`config.mk`:
```
export PLATFORM = sky130hd
export DESIGN_NAME = stack_sequencer
export DESIGN_NICKNAME = d
export VERILOG_FILES = /design/src/rtl/stack_sequencer_pkg.sv /design/src/rtl/stack_sequencer_alu.sv /design/src/rtl/stack_sequencer.sv
export SDC_FILE = /design/constraint.sdc
export NUM_CORES = 1
export LEC_CHECK = 0
export ABC_AREA = 0
export BUFFER_PORTS_ARGS = -buffer_cell sky130_fd_sc_hd__buf_2
export CAP_MARGIN = 20
export CORE_ASPECT_RATIO = 1.4
export CORE_MARGIN = 3
export CORE_UTILIZATION = 43
export CTS_BUF_LIST = sky130_fd_sc_hd__clkbuf_8 sky130_fd_sc_hd__clkbuf_16
export DETAILED_ROUTE_END_ITERATION = 6
export PLACE_DENSITY = 0.75
export SLEW_MARGIN = 20
export SYNTH_ARGS = -nofsm -noshare
export SYNTH_HDL_FRONTEND = slang
export SYNTH_HIERARCHICAL = 1
export SYNTH_SLANG_ARGS = --single-unit
```
`constraint.sdc`:
```
create_clock -name clk -period 5.8 [get_ports clk]
set_clock_uncertainty 0.05 [all_clocks]
set_input_delay 1.16 -clock clk [delete_from_list [all_inputs] [get_ports clk]]
set_output_delay 1.16 -clock clk [all_outputs]
set_load 0.01 [all_outputs]
```
`src/rtl/stack_sequencer_pkg.sv`:
```
`default_nettype none
// +----------------------------------------------------------------------+
// | stack_sequencer_pkg                                                  |
// | Opcode and error-code constants shared with the operand stack.       |
// | Revision: 1.0                                                        |
// +----------------------------------------------------------------------+
package stack_sequencer_pkg;

  localparam logic [3:0] OP_NOP    = 4'h0;
  localparam logic [3:0] OP_LOAD_I = 4'h1;
  localparam logic [3:0] OP_PUSH_R = 4'h2;
  localparam logic [3:0] OP_POP_R  = 4'h3;
  localparam logic [3:0] OP_ADD_I  = 4'h4;
  localparam logic [3:0] OP_JMP    = 4'h5;
  localparam logic [3:0] OP_JZ     = 4'h6;
  localparam logic [3:0] OP_HALT   = 4'hF;

  localparam logic [1:0] ERR_NONE      = 2'd0;
  localparam logic [1:0] ERR_OVERFLOW  = 2'd1;
  localparam logic [1:0] ERR_UNDERFLOW = 2'd2;
  localparam logic [1:0] ERR_ILLEGAL   = 2'd3;

endpackage
`default_nettype wire

```
`src/rtl/stack_sequencer_alu.sv`:
```
`default_nettype none
// +----------------------------------------------------------------------+
// | stack_sequencer_alu                                                  |
// | Next-R computation for LOAD_I/ADD_I and the zero test used by JZ.    |
// | Revision: 1.0                                                        |
// +----------------------------------------------------------------------+
module stack_sequencer_alu
  import stack_sequencer_pkg::*;
#(
  parameter int DATA_W = 14
) (
  input  logic [3:0]        i_op,
  input  logic [DATA_W-1:0] i_r,
  input  logic [DATA_W-1:0] i_imm,
  output logic [DATA_W-1:0] o_r_next,
  output logic              o_zero
);

  always_comb begin
    o_r_next = i_r;
    case (i_op)
      OP_LOAD_I: o_r_next = i_imm;
      // Carry out of the top bit is intentionally discarded.
      OP_ADD_I:  o_r_next = i_r + i_imm;
      default:   o_r_next = i_r;
    endcase
  end

  assign o_zero = (i_r == '0);

endmodule
`default_nettype wire

```
`src/rtl/stack_sequencer.sv`:
```
`default_nettype none
// +----------------------------------------------------------------------+
// | stack_sequencer                                                      |
// | Fetch/decode/execute controller driving the CPU operand stack.       |
// | Revision: 1.0                                                        |
// +----------------------------------------------------------------------+
module stack_sequencer
  import stack_sequencer_pkg::*;
#(
  parameter int DATA_W = 14,
  parameter int ADDR_W = 8,
  parameter int DEPTH  = 12
) (
  input  logic                         clk,
  input  logic                         rst_n,
  input  logic                         i_run,
  output logic [ADDR_W-1:0]            o_imem_addr,
  input  logic [DATA_W+3:0]            i_imem_data,
  output logic [3:0]                   o_stk_opcode,
  output logic [DATA_W-1:0]            o_stk_push,
  input  logic [DATA_W-1:0]            i_stk_pop,
  output logic                         o_stk_reset,
  output logic [DATA_W-1:0]            o_r_out,
  output logic [$clog2(DEPTH+1)-1:0]   o_depth,
  output logic                         o_halted,
  output logic [1:0]                   o_err
);

  localparam int DEPTH_W = $clog2(DEPTH+1);

  typedef enum logic [2:0] {
    S_IDLE   = 3'd0,
    S_FETCH  = 3'd1,
    S_DECODE = 3'd2,
    S_EXEC   = 3'd3,
    S_WB     = 3'd4,
    S_HALT   = 3'd5,
    S_ERROR  = 3'd6
  } state_t;

  state_t              r_state;
  logic [ADDR_W-1:0]   r_pc;
  logic [DATA_W-1:0]   r_r;
  logic [DATA_W+3:0]   r_ir;
  logic [DEPTH_W-1:0]  r_depth;
  logic [3:0]          r_stk_opcode;
  logic [DATA_W-1:0]   r_stk_push;
  logic                r_halted;
  logic [1:0]          r_err;
  logic                r_stk_reset;

  logic [3:0]          w_dec_op;
  logic [3:0]          w_ir_op;
  logic [DATA_W-1:0]   w_ir_imm;
  logic [DATA_W-1:0]   w_alu_r;
  logic                w_r_zero;
  logic                w_full;
  logic                w_empty;

  assign w_dec_op = i_imem_data[DATA_W+3:DATA_W];
  assign w_ir_op  = r_ir[DATA_W+3:DATA_W];
  assign w_ir_imm = r_ir[DATA_W-1:0];
  assign w_full   = (r_depth == DEPTH_W'(DEPTH));
  assign w_empty  = (r_depth == '0);

  stack_sequencer_alu #(
    .DATA_W (DATA_W)
  ) u_alu (
    .i_op     (w_ir_op),
    .i_r      (r_r),
    .i_imm    (w_ir_imm),
    .o_r_next (w_alu_r),
    .o_zero   (w_r_zero)
  );

  // Stack reset covers the whole reset window plus the first edge after release.
  always_ff @(posedge clk or negedge rst_n) begin
    if (!rst_n) r_stk_reset <= 1'b1;
    else        r_stk_reset <= 1'b0;
  end

  always_ff @(posedge clk or negedge rst_n) begin
    if (!rst_n) begin
      r_state      <= S_IDLE;
      r_pc         <= '0;
      r_r          <= '0;
      r_ir         <= '0;
      r_depth      <= '0;
      r_stk_opcode <= OP_NOP;
      r_stk_push   <= '0;
      r_halted     <= 1'b0;
      r_err        <= ERR_NONE;
    end else begin
      case (r_state)
        S_IDLE: begin
          if (i_run) r_state <= S_FETCH;
        end
        S_FETCH: begin
          r_state <= S_DECODE;
        end
        S_DECODE: begin
          r_ir    <= i_imem_data;
          r_state <= S_EXEC;
          // Stack pulse is decided a cycle early so it lines up with EXEC.
          if (w_dec_op == OP_PUSH_R && !w_full) begin
            r_stk_opcode <= OP_PUSH_R;
            r_stk_push   <= r_r;
          end else if (w_dec_op == OP_POP_R && !w_empty) begin
            r_stk_opcode <= OP_POP_R;
          end
        end
        S_EXEC: begin
          r_stk_opcode <= OP_NOP;
          r_stk_push   <= '0;
          case (w_ir_op)
            OP_NOP: begin
              r_pc    <= r_pc + 1'b1;
              r_state <= S_FETCH;
            end
            OP_LOAD_I, OP_ADD_I: begin
              r_r     <= w_alu_r;
              r_pc    <= r_pc + 1'b1;
              r_state <= S_FETCH;
            end
            OP_PUSH_R: begin
              if (w_full) begin
                r_err    <= ERR_OVERFLOW;
                r_halted <= 1'b1;
                r_state  <= S_ERROR;
              end else begin
                r_depth <= r_depth + 1'b1;
                r_pc    <= r_pc + 1'b1;
                r_state <= S_FETCH;
              end
            end
            OP_POP_R: begin
              if (w_empty) begin
                r_err    <= ERR_UNDERFLOW;
                r_halted <= 1'b1;
                r_state  <= S_ERROR;
              end else begin
                r_depth <= r_depth - 1'b1;
                r_pc    <= r_pc + 1'b1;
                r_state <= S_WB;
              end
            end
            OP_JMP: begin
              r_pc    <= w_ir_imm[ADDR_W-1:0];
              r_state <= S_FETCH;
            end
            OP_JZ: begin
              r_pc    <= w_r_zero ? w_ir_imm[ADDR_W-1:0] : r_pc + 1'b1;
              r_state <= S_FETCH;
            end
            OP_HALT: begin
              r_pc     <= r_pc + 1'b1;
              r_halted <= 1'b1;
              r_state  <= S_HALT;
            end
            default: begin
              r_err    <= ERR_ILLEGAL;
              r_halted <= 1'b1;
              r_state  <= S_ERROR;
            end
          endcase
        end
        S_WB: begin
          r_r     <= i_stk_pop;
          r_state <= S_FETCH;
        end
        S_HALT, S_ERROR: begin
          r_state <= r_state;
        end
        default: begin
          r_state <= S_IDLE;
        end
      endcase
    end
  end

  assign o_imem_addr  = r_pc;
  assign o_stk_opcode = r_stk_opcode;
  assign o_stk_push   = r_stk_push;
  assign o_stk_reset  = r_stk_reset;
  assign o_r_out      = r_r;
  assign o_depth      = r_depth;
  assign o_halted     = r_halted;
  assign o_err        = r_err;

endmodule
`default_nettype wire

```
==> flow_metrics.tcl <==
set metrics [dict create \
    status "finished, final reports clean" \
    io_pins 83 \
    register_area_um2 1680 \
    worst_pin_slew_ns 0.936 \
    nets 524 \
    synth-edff-count 0 \
    fin_crit_sh_pct 47.8 \
    antenna_found_initial 0 \
    min-delay-start "o_halted$_DFFE_PN0P_" \
    start_util_pct 44.7 \
    cts_buffer_depth 2 \
    num_rows 41 \
    r2r-start "r_state[2]$_DFFE_PN0P_" \
    cts.sinks 67 \
    postPlaceCellArea_um2 4570 \
    synth_ff_type "dfrtp_1" \
    cap_violations 0 \
    drive_gt1_share_pct 31.9 \
    grt_overflow 0 \
    powerDensity_nw_per_um2 624 \
    yosysSeqAreaShare_pct 40.9 \
    cp_slowest_cell "nor4b_4" \
    die_w_um 88.6 \
    synth_area_leader_cell "dfrtp_1" \
    synthTopCellsByArea "dfrtp_1 (40%), mux2i_1 (5.6%), ha_1 (4.9%), mux2_2 (4.7%), o21ai_0 (3.8%)" \
    synth_common_cells "dfrtp_1 (66), nand2_1 (40), o21ai_0 (31)" \
    grt_start_max_net_pins 68 \
    hold_path.class "flip-flop to flip-flop" \
    worstPathMaxFanout 21 \
    grt_usage_pct 20.1 \
    grt_pass1_wl_mm 16.6 \
    h-tree-depth 3 \
    rsz0062_at_grt "no" \
    crit_buf_inv 0 \
    path_cells "and2b_1, and2b_1, nor4b_4, o21ai_0" \
    io_buffers 80 \
    drt-initial-drc-count 216 \
    path_class "flip-flop to flip-flop" \
    vias 3392 \
    maxSlewHeadroom_pct 37.3 \
    worst_slack_ns 3.03 \
    nFillCells 801 \
    finalCriticalPeriod_ns 2.77 \
    slew_viol_final 0 \
    synth_top_area_share_pct 40.2 \
    cp-end-kind "flip-flop" \
    cp_top_family "simple AND/OR/NAND/NOR gates" \
    async_flop_share_pct 100 \
    ys.warnings.count 6 \
    syn_inst 393 \
    syn-cell-area_um2 4110 \
    avgSynthCellArea_um2 10.4 \
    slowest_delay_ns 0.90 \
    die_y_um 122 \
    yosysMostFrequentCell "dfrtp_1" \
    multi_input_area_um2 2330 \
    gp_congestion 0.915 \
    wl_per_cell_um 17.8 \
    ys_seq_elements 67 \
    cts_tree "yes" \
    n_antenna_cell 0 \
    ctsResizeCount 0 \
    cp.arrival_ns 2.90 \
    core-area_um2 9180 \
    pre_cts_slack_ns 2.99 \
    leakagePower_nw 2.23 \
    clock_latency_ns 0.33 \
    synth.distinct_cells 63 \
    vdd_drop_max_uv 328 \
    cts_buffers 9 \
    cts_root_buf "clkbuf_16" \
    crit_top_cell "and2b_1" \
    fmax_mhz 360 \
    setup_tns_ns 0 \
    area_delta_synth_final_pct 18.3 \
    crit_required_ns 5.92 \
    instances_no_fill 583 \
    totalWireLength_mm 10.4 \
    cp-start-kind "flip-flop" \
    detail-route-antenna-nets 0 \
    drc_errors 0 \
    hold_viol_final 0 \
    grt_pass1_vias 3209 \
    postCtsHoldBufs 0 \
    final-setup-viol-count 0 \
    post_cts_buffers 0 \
    startpoint "r_state[2]$_DFFE_PN0P_" \
    firstDrtPassIters 4 \
    dieArea_um2 10800 \
    dp_cells 567 \
    cts.clk_slew.worst_paths_ns 0.05 \
    vias_per_cell 5.82 \
    final_cell_area_um2 4860 \
    hpwl_mm 7.36 \
]
==> cells in the final DEF (no fill, tap or decap), drive strengths merged, types with 3 or more instances in the layout <==
cell type / instances
nand3b: 3
nand4: 4
nor2: 13
a22oi: 11
nand3: 4
o21ai: 35
and3: 4
xor2: 7
clkbuf: 11
o21a: 3
nand2: 42
conb: 3
mux2: 18
buf: 82
nor4b: 3
nor2b: 3
nor3: 10
nand2b: 3
a22o: 14
or2: 4
a21oi: 27
xnor2: 8
dfrtp: 66
nor4: 4
a21o: 6
ha: 16
a31oi: 3
o21bai: 4
inv: 11
mux2i: 23
nor3b: 3
==> power by group <==
| part | switching, W | total [W] | internal, W |
|---|---|---|---|
| combinational | 0.000870 | 0.00159 | 0.000719 |
| clock | 0.000195 | 0.000501 | 0.000306 |
| sequential | 0.000291 | 0.000938 | 0.000648 |
| total | 0.00136 | 0.00303 | 0.00167 |
==> state kept, by name, summed over array words and instances (netlist names) <==
signal,flops
o_depth,4
o_halted,1
o_imem_addr,8
o_stk_opcode,2
o_r_out,14
o_stk_push,14
o_stk_reset,1
r_ir,18
o_err,2
r_state,3
==> routing by layer <==
metal | GRT usage (%) | part of all wire (%) | vias up
met3 | 3.86 | 4.0 | 21
met1 | 23.7 | 39 | 1669
li1 | - | - | 1611
met5 | 0 | 0 | -
met4 | 8.60 | 2.4 | 0
met2 | 34.8 | 54 | 91
==> worst paths after layout <==
| path | to | slack (ns) | cells after the start |
|---|---|---|---|
| min in group asynchronous | o_stk_push[2]$_DFFE_PN0P_ | 0.96 | 2 |
| setup reg to reg | o_stk_opcode[0]$_DFFE_PN0P_ | 3.03 | 4 |
| hold reg to reg | o_halted$_DFFE_PN0P_ | 0.43 | 1 |
| max in group asynchronous | o_imem_addr[5]$_DFFE_PN0P_ | 4.18 | 2 |
| hold / removal | o_halted$_DFFE_PN0P_ | 0.43 | 1 |
| setup / recovery | o_stk_opcode[0]$_DFFE_PN0P_ | 3.03 | 4 |
==> through the flow <==
stage,total power (W),util (%),hold slack [ns]
after detailed placement,0.00251,49.8,0.410
after floorplan,0.00210,-,0.458
after global placement,0.00245,49.7,0.408
after global routing,0.00327,52.9,0.452
after CTS,0.00303,52.8,0.426
final,0.00303,52.9,0.428
==> cells by family (layout without fill, tap and decap cells) <==
group / Yosys count / in the layout / synth area share, %
AOI/OAI and AO/OA: 116 / 116 / 20.0
xor gates and xnor gates: 15 / 15 / 3.20
adders and majority gates: 18 / 18 / 5.85
buffers and inverters: 24 / 105 / 3.14
DFF: 67 / 67 / 40.9
muxes: 41 / 41 / 10.5
other: 1 / 3 / 0.0913
and+or+nand+nor: 111 / 111 / 16.3
==> final cells by class <==
type | instances | share of cell area [%]
multi-input combinational | 304 | 47.9
sequential | 67 | 34.6
timing repair buffer | 82 | 8.55
clock buffer | 11 | 5.20
tap | 107 | 2.76
inverter | 7 | 0.541
clock inverter | 5 | 0.464
Note: power is estimated with default switching activity, not from simulation.
